===== config.mk =====
export PLATFORM = sky130hd
export DESIGN_NAME = button_decoder_flat
export DESIGN_NICKNAME = d
export VERILOG_FILES = /design/src/rtl/button_decoder_pkg.sv /design/src/rtl/button_decoder_if.sv /design/src/rtl/button_decoder_channel.sv /design/src/rtl/button_decoder.sv /design/src/flat_wrapper.sv
export SDC_FILE = /design/constraint.sdc
export NUM_CORES = 1
export LEC_CHECK = 0
export ABC_AREA = 1
export CORE_ASPECT_RATIO = 0.5
export CORE_UTILIZATION = 57
export DETAILED_ROUTE_END_ITERATION = 10
export PLACE_DENSITY = 0.76
export SYNTH_ARGS = -nofsm -noshare
export SYNTH_HDL_FRONTEND = slang
export SYNTH_HIERARCHICAL = 1
export SYNTH_SLANG_ARGS = --single-unit

===== constraint.sdc =====
create_clock -name clk -period 1.87 [get_ports clk]
set_input_delay 0.2805 -clock clk [delete_from_list [all_inputs] [get_ports clk]]
set_output_delay 0.2805 -clock clk [all_outputs]
set_load 0.01 [all_outputs]

===== src/rtl/button_decoder_pkg.sv =====
// Shared constants for the button decoder: hold FSM encoding,
// counter width and parameter defaults.
package button_decoder_pkg;

    localparam int unsigned CNT_W = 16;

    localparam logic [1:0] ST_IDLE    = 2'd0;
    localparam logic [1:0] ST_PRESSED = 2'd1;
    localparam logic [1:0] ST_HELD    = 2'd2;

    localparam int unsigned DEF_NUM_BTN      = 4;
    localparam int unsigned DEF_DEBOUNCE     = 20;
    localparam int unsigned DEF_LONG_TICKS   = 100;
    localparam int unsigned DEF_REPEAT_TICKS = 25;

endpackage


===== src/rtl/button_decoder_if.sv =====
// Button pins, time base and per-channel event outputs.
// master drives pins/tick, slave is the decoder.
interface button_decoder_if
    import button_decoder_pkg::*;
#(
    parameter int unsigned NUM_BTN = DEF_NUM_BTN
) ();

    logic               tick;
    logic [NUM_BTN-1:0] btn_raw;
    logic [NUM_BTN-1:0] level_o;
    logic [NUM_BTN-1:0] press_o;
    logic [NUM_BTN-1:0] short_o;
    logic [NUM_BTN-1:0] long_o;
    logic [NUM_BTN-1:0] repeat_o;

    modport master (
        output tick,
        output btn_raw,
        input  level_o,
        input  press_o,
        input  short_o,
        input  long_o,
        input  repeat_o
    );

    modport slave (
        input  tick,
        input  btn_raw,
        output level_o,
        output press_o,
        output short_o,
        output long_o,
        output repeat_o
    );

endinterface


===== src/rtl/button_decoder_channel.sv =====
// One button channel: 2-flop synchronizer, debounce counter
// and press/short/long/repeat hold FSM.
module button_channel
    import button_decoder_pkg::*;
#(
    parameter int unsigned DEBOUNCE_TICKS = DEF_DEBOUNCE,
    parameter int unsigned LONG_TICKS     = DEF_LONG_TICKS,
    parameter int unsigned REPEAT_TICKS   = DEF_REPEAT_TICKS
) (
    input  logic clk,
    input  logic rst,
    input  logic i_tick,
    input  logic i_raw,
    output logic o_level,
    output logic o_press,
    output logic o_short,
    output logic o_long,
    output logic o_repeat
);

    localparam logic [CNT_W-1:0] DB_CNT   = CNT_W'(DEBOUNCE_TICKS);
    localparam logic [CNT_W-1:0] LONG_CNT = CNT_W'(LONG_TICKS);
    localparam logic [CNT_W-1:0] REP_CNT  = CNT_W'(REPEAT_TICKS);
    localparam logic [CNT_W-1:0] ONE      = CNT_W'(1);

    logic             r_s1;
    logic             r_s2;
    logic             r_level;
    logic             r_press;
    logic             r_short;
    logic             r_long;
    logic             r_rep;
    logic [CNT_W-1:0] r_db;
    logic [CNT_W-1:0] r_hold;
    logic [CNT_W-1:0] r_rpt;
    logic [1:0]       r_state;

    logic             w_diff;
    logic             w_flip;
    logic             w_rise;
    logic             w_fall;
    logic [CNT_W-1:0] w_hold_nx;
    logic [CNT_W-1:0] w_rpt_nx;

    // Threshold match toggles the level without waiting for a tick,
    // which gives DEBOUNCE_TICKS=0 its one-cycle follow behaviour.
    assign w_diff    = r_s2 != r_level;
    assign w_flip    = w_diff && (r_db == DB_CNT);
    assign w_rise    = w_flip && !r_level;
    assign w_fall    = w_flip && r_level;
    assign w_hold_nx = r_hold + ONE;
    assign w_rpt_nx  = r_rpt + ONE;

    always_ff @(posedge clk) begin
        if (rst) begin
            r_s1    <= 1'b0;
            r_s2    <= 1'b0;
            r_level <= 1'b0;
            r_press <= 1'b0;
            r_short <= 1'b0;
            r_long  <= 1'b0;
            r_rep   <= 1'b0;
            r_db    <= '0;
            r_hold  <= '0;
            r_rpt   <= '0;
            r_state <= ST_IDLE;
        end else begin
            r_s1    <= i_raw;
            r_s2    <= r_s1;
            r_press <= 1'b0;
            r_short <= 1'b0;
            r_long  <= 1'b0;
            r_rep   <= 1'b0;

            if (!w_diff) begin
                r_db <= '0;
            end else if (w_flip) begin
                r_db    <= '0;
                r_level <= !r_level;
            end else if (i_tick) begin
                r_db <= r_db + ONE;
            end

            // A release always beats a long/repeat threshold.
            unique case (r_state)
                ST_IDLE: begin
                    if (w_rise) begin
                        r_press <= 1'b1;
                        r_hold  <= '0;
                        r_state <= ST_PRESSED;
                    end
                end
                ST_PRESSED: begin
                    if (w_fall) begin
                        r_short <= 1'b1;
                        r_state <= ST_IDLE;
                    end else if (i_tick) begin
                        if (w_hold_nx == LONG_CNT) begin
                            r_long  <= 1'b1;
                            r_rpt   <= '0;
                            r_state <= ST_HELD;
                        end else begin
                            r_hold <= w_hold_nx;
                        end
                    end
                end
                ST_HELD: begin
                    if (w_fall) begin
                        r_state <= ST_IDLE;
                    end else if (i_tick) begin
                        if (w_rpt_nx == REP_CNT) begin
                            r_rep <= 1'b1;
                            r_rpt <= '0;
                        end else begin
                            r_rpt <= w_rpt_nx;
                        end
                    end
                end
                default: begin
                    r_state <= ST_IDLE;
                end
            endcase
        end
    end

    assign o_level  = r_level;
    assign o_press  = r_press;
    assign o_short  = r_short;
    assign o_long   = r_long;
    assign o_repeat = r_rep;

endmodule


===== src/rtl/button_decoder.sv =====
// Multi-channel button decoder: NUM_BTN independent
// button_channel instances behind one interface.
module button_decoder
    import button_decoder_pkg::*;
#(
    parameter int unsigned NUM_BTN        = DEF_NUM_BTN,
    parameter int unsigned DEBOUNCE_TICKS = DEF_DEBOUNCE,
    parameter int unsigned LONG_TICKS     = DEF_LONG_TICKS,
    parameter int unsigned REPEAT_TICKS   = DEF_REPEAT_TICKS
) (
    input  logic              clk,
    input  logic              rst,
    button_decoder_if.slave   bus
);

    logic [NUM_BTN-1:0] w_level;
    logic [NUM_BTN-1:0] w_press;
    logic [NUM_BTN-1:0] w_short;
    logic [NUM_BTN-1:0] w_long;
    logic [NUM_BTN-1:0] w_repeat;

    for (genvar i = 0; i < int'(NUM_BTN); i++) begin : g_ch
        button_channel #(
            .DEBOUNCE_TICKS (DEBOUNCE_TICKS),
            .LONG_TICKS     (LONG_TICKS),
            .REPEAT_TICKS   (REPEAT_TICKS)
        ) u_ch (
            .clk      (clk),
            .rst      (rst),
            .i_tick   (bus.tick),
            .i_raw    (bus.btn_raw[i]),
            .o_level  (w_level[i]),
            .o_press  (w_press[i]),
            .o_short  (w_short[i]),
            .o_long   (w_long[i]),
            .o_repeat (w_repeat[i])
        );
    end

    assign bus.level_o  = w_level;
    assign bus.press_o  = w_press;
    assign bus.short_o  = w_short;
    assign bus.long_o   = w_long;
    assign bus.repeat_o = w_repeat;

endmodule


===== src/flat_wrapper.sv =====
// flat-port wrapper written by rule: the top's interface ports become plain ports
module button_decoder_flat import button_decoder_pkg::*;
#(
    parameter int unsigned NUM_BTN        = DEF_NUM_BTN,
    parameter int unsigned DEBOUNCE_TICKS = DEF_DEBOUNCE,
    parameter int unsigned LONG_TICKS     = DEF_LONG_TICKS,
    parameter int unsigned REPEAT_TICKS   = DEF_REPEAT_TICKS
)
  (clk, rst, bus_tick, bus_btn_raw, bus_level_o, bus_press_o, bus_short_o, bus_long_o, bus_repeat_o);
  button_decoder_if #(.NUM_BTN(NUM_BTN)) bus_i ();
  input  logic clk;
  input  logic rst;
  input wire logic [$bits(bus_i.tick)-1:0] bus_tick;
  input wire logic [$bits(bus_i.btn_raw)-1:0] bus_btn_raw;
  output wire logic [$bits(bus_i.level_o)-1:0] bus_level_o;
  output wire logic [$bits(bus_i.press_o)-1:0] bus_press_o;
  output wire logic [$bits(bus_i.short_o)-1:0] bus_short_o;
  output wire logic [$bits(bus_i.long_o)-1:0] bus_long_o;
  output wire logic [$bits(bus_i.repeat_o)-1:0] bus_repeat_o;
  assign bus_i.tick = bus_tick;
  assign bus_i.btn_raw = bus_btn_raw;
  assign bus_level_o = bus_i.level_o;
  assign bus_press_o = bus_i.press_o;
  assign bus_short_o = bus_i.short_o;
  assign bus_long_o = bus_i.long_o;
  assign bus_repeat_o = bus_i.repeat_o;
  button_decoder #(.NUM_BTN(NUM_BTN), .DEBOUNCE_TICKS(DEBOUNCE_TICKS), .LONG_TICKS(LONG_TICKS), .REPEAT_TICKS(REPEAT_TICKS)) u_core (.clk(clk), .rst(rst), .bus(bus_i));
endmodule

==> flow_summary.toml <==
[run]
drv_cap = 0

[clock_network]
cts.clk_slew.worst_paths_ns = 0.07
cts-htree-levels = 1
cts.sinks = 228
cts_root_buf = "clkbuf_16"
numCtsBuffers = 22
clockBufferDepth = 3
cts_tree = "built"
ctsHoldBuffers = 0
clk_latency_ns = 0.53

[placed_design]
io_buffer_count = 26
dpl_cell_area_sq_um = 17500
routabilityCongestion = 0.915
hpwlAfterDp_mm = 24.8
place_ws_ns = -0.526

[detailed_routing]
wl_mm = 43.4
via_per_inst = 5.42
drc = 0
drt-initial-drc-count = 1497
drt-wirelength-per-cell_microns = 14.3
vias = 16500
dr.pass1.iters = 6
ant_nets = 0

[synth]
syn-cell-area_sq_um = 14300
netlist_instances = 2319
ys_seq_area_share_pct = 31.9
synth_top_area_cell = "dfxtp_1"
synth_area_leaders = "dfxtp_1, nand2_1, nor2_1"
mappedNetlistNets = 2350
yosysWarnings = 6
synth-seq-cells = 228
netlist.area_leader.share_pct = 31.9
synth.distinct_cells = 31
syn_avg_cell_area_sq_um = 6.18

[floorplan]
placementRows = 40
die_h_microns = 114
io_pins = 27
die_x_microns = 226
placeableCoreArea_sq_um = 24300
design.die.area_sq_um = 25800
start_util_pct = 58.9

[timing]
min_period_over_period_pct = 125
worst_pin_slew_ns = 0.459
period_needed_ns = 2.34
fin_hold_ws_ns = 0.270
setup-violations-final = 145
fin_worst_skew_ns = 0.0126
tns_ns = -39.30
timing.fmax_mhz = 428
drv_slew = 0
rsz0062_at_grt = "yes"
slew_headroom_pct = 69.2
setup_slack_ns = -0.468
hold_viol = 0

[global_routing]
track_usage_pct = 28.3
overflow = 0
antenna_found_initial = 0
grt_pass1_wl_mm = 62.4
grt_max_degree = 37
grt_pass1_vias = 14100

[hold_path]
hold_class = "primary input to flop"
hold_path_depth = 3
holdPathEnd = "u_core/g_ch[2].u_ch/r_s1"
min_from = "bus_btn_raw[2]"

[power]
finalPower_mw = 19.8
p_leak_nw = 8.72
power_density_nw_per_um2 = 995
vdd_drop_max_uv = 677

[setup_path]
crit_top_cell = "nor2_4"
reg2reg_slack_ns = -0.47
crit_family = "simple AND/OR/NAND/NOR gates"
rr_endpoint = "u_core/g_ch[0].u_ch/r_hold[4]"
cp-end-kind = "flop"
worstSetupStartpointType = "flop"
slowest_stage = "dfxtp_1"
crit_fanout = 6
critical_path.cell_chain = "nand2_2 > nor2_2 > buf_4 > nand3b_1 > xnor2_1 > nor2_4 > nand3_2 > nor2_4 > nand3_4 > clkbuf_16 > nand3_1 > nand2_1 > nor2_1"
crit_buf_inv = 2
reg2reg_depth = 13
required_ns = 2.32
arrival_ns = 2.79
max_stage_delay_ns = 0.43
r2r_start = "u_core/g_ch[0].u_ch/r_hold[4]"
path_class = "flop to flop"

[run_status]
violations = "negative setup slack"
outcome = "complete, but fails checks"

[final_layout]
fill_cells = 1508
n_antenna_cell = 0
fin_area_sq_um = 19900
multi_input_area_sq_um = 9460
area_delta_synth_final_pct = 39.2
finish.net_count = 2720
seq_area_sq_um = 4640
drive_above_1_share_pct = 28.8
[per-stage QoR]
step           std cells  util [%]
4_1_cts             3004      76.7
5_1_grt             3038      82.0
3_3_place_gp        2956      71.9
6_report            3038      82.0
2_1_floorplan       2319         -
3_5_place_dp        2956      71.9
[metal layers]
metal  vias up  global-route usage [%]  part of all wire, %
li1       8050                       -                    -
met1      7615                    36.5                   42
met2       652                    50.9                   49
met3       158                    3.57                  5.8
met4         0                    5.81                  3.2
met5         -                       0                    0
[cells in the final DEF, fill, tap and decap left out, types with 8 or more instances in the layout]
cell,synthesis,routed
a21oi_1,106,76
a21oi_2,0,27
buf_12,0,16
buf_4,2,343
buf_6,14,16
clkbuf_16,0,36
clkdlybuf4s50_1,0,26
dfxtp_1,228,196
dfxtp_2,0,19
dfxtp_4,0,13
ha_1,24,19
inv_1,278,266
inv_2,5,17
nand2_1,616,547
nand2_2,12,64
nand2_4,0,17
nand3_1,176,142
nand3_2,26,53
nand3_4,2,9
nand3b_1,12,12
nand4_1,62,62
nor2_1,453,394
nor2_2,18,56
nor2_4,4,25
nor3_1,80,55
nor3_2,6,24
nor3b_1,8,8
nor4_1,10,8
o21ai_0,24,21
xnor2_1,28,25
xor2_1,52,51
[flip-flops by register name, indices dropped and copies added (netlist names), 8 cells and up]
name                      count
u_core/g_ch.u_ch/r_rpt       64
u_core/g_ch.u_ch/r_hold      64
u_core/g_ch.u_ch/r_db        64
u_core/g_ch.u_ch/r_state      8
[cells in the mapped netlist]
cell,number
a21oi_1,106
a31oi_1,4
and2_1,5
buf_2,34
buf_4,2
buf_6,14
clkbuf_1,18
dfxtp_1,228
ha_1,24
inv_1,278
inv_2,5
nand2_1,616
nand2_2,12
nand3_1,176
nand3_2,26
nand3_4,2
nand3b_1,12
nand4_1,62
nor2_1,453
nor2_2,18
nor2_4,4
nor3_1,80
nor3_2,6
nor3b_1,8
nor3b_2,4
nor4_1,10
o21ai_0,24
o21ai_1,1
or2_2,7
xnor2_1,28
xor2_1,52
[where the power goes]
part	total (mW)	switching, mW	leakage (nW)	internal (mW)
registers	6.43	0.781	1.87	5.65
clock network	4.57	2.01	0.347	2.56
logic	8.85	4.83	6.50	4.02
total	19.8	7.63	8.72	12.2
[worst max-delay path by stage]
| stage | slack, ns | to | start | cells after the start |
|---|---|---|---|---|
| floorplan | 0.001 | u_core/g_ch[0].u_ch/r_rpt[10] | u_core/g_ch[0].u_ch/r_hold[1] | 15 |
| CTS | -0.19 | u_core/g_ch[3].u_ch/r_rpt[3] | u_core/g_ch[3].u_ch/r_hold[1] | 16 |
| global route | -0.53 | u_core/g_ch[0].u_ch/r_hold[4] | u_core/g_ch[0].u_ch/r_hold[4] | 13 |
| finish | -0.47 | u_core/g_ch[0].u_ch/r_hold[4] | u_core/g_ch[0].u_ch/r_hold[4] | 13 |
| global placement | -0.40 | u_core/g_ch[1].u_ch/r_db[13] | bus_tick | 13 |
| detailed placement | -0.53 | u_core/g_ch[1].u_ch/r_db[13] | bus_tick | 13 |
[what timing repair did]
| item | in CTS | in global routing |
|---|---|---|
| setup buffers | 9 | 17 |
| pin swaps | 27 | 83 |
| setup endpoints to repair | 145 | 162 |
| resized for setup | 118 | 223 |
| gates cloned | 2 | 17 |
[layout make-up]
cell class              instances  area share (%)
clock buffers                  28            3.03
clock inverters                 9           0.489
inverters                     283            5.33
multi-input cells            1740            47.4
flip-flops and latches        228            23.3
well taps                     336            2.11
repair buffers                414            18.4
[cell families after synthesis]
logic type | share of synthesized area [%]
and+or+nand+nor | 46.1
buffers and inverters | 10.3
DFF | 31.9
AOI/OAI and AO/OA | 4.75
xor gates and xnor gates | 4.89
adders and majority gates | 2.10
[worst reg2reg max path: cells and delay by family (launching register included)]
family,cells,cell delay [ns]
buffers and inverters,2,0.36
DFF,1,0.43
and+or+nand+nor,10,1.26
xor gates and xnor gates,1,0.23
Note: power is estimated with default switching activity, not from simulation.
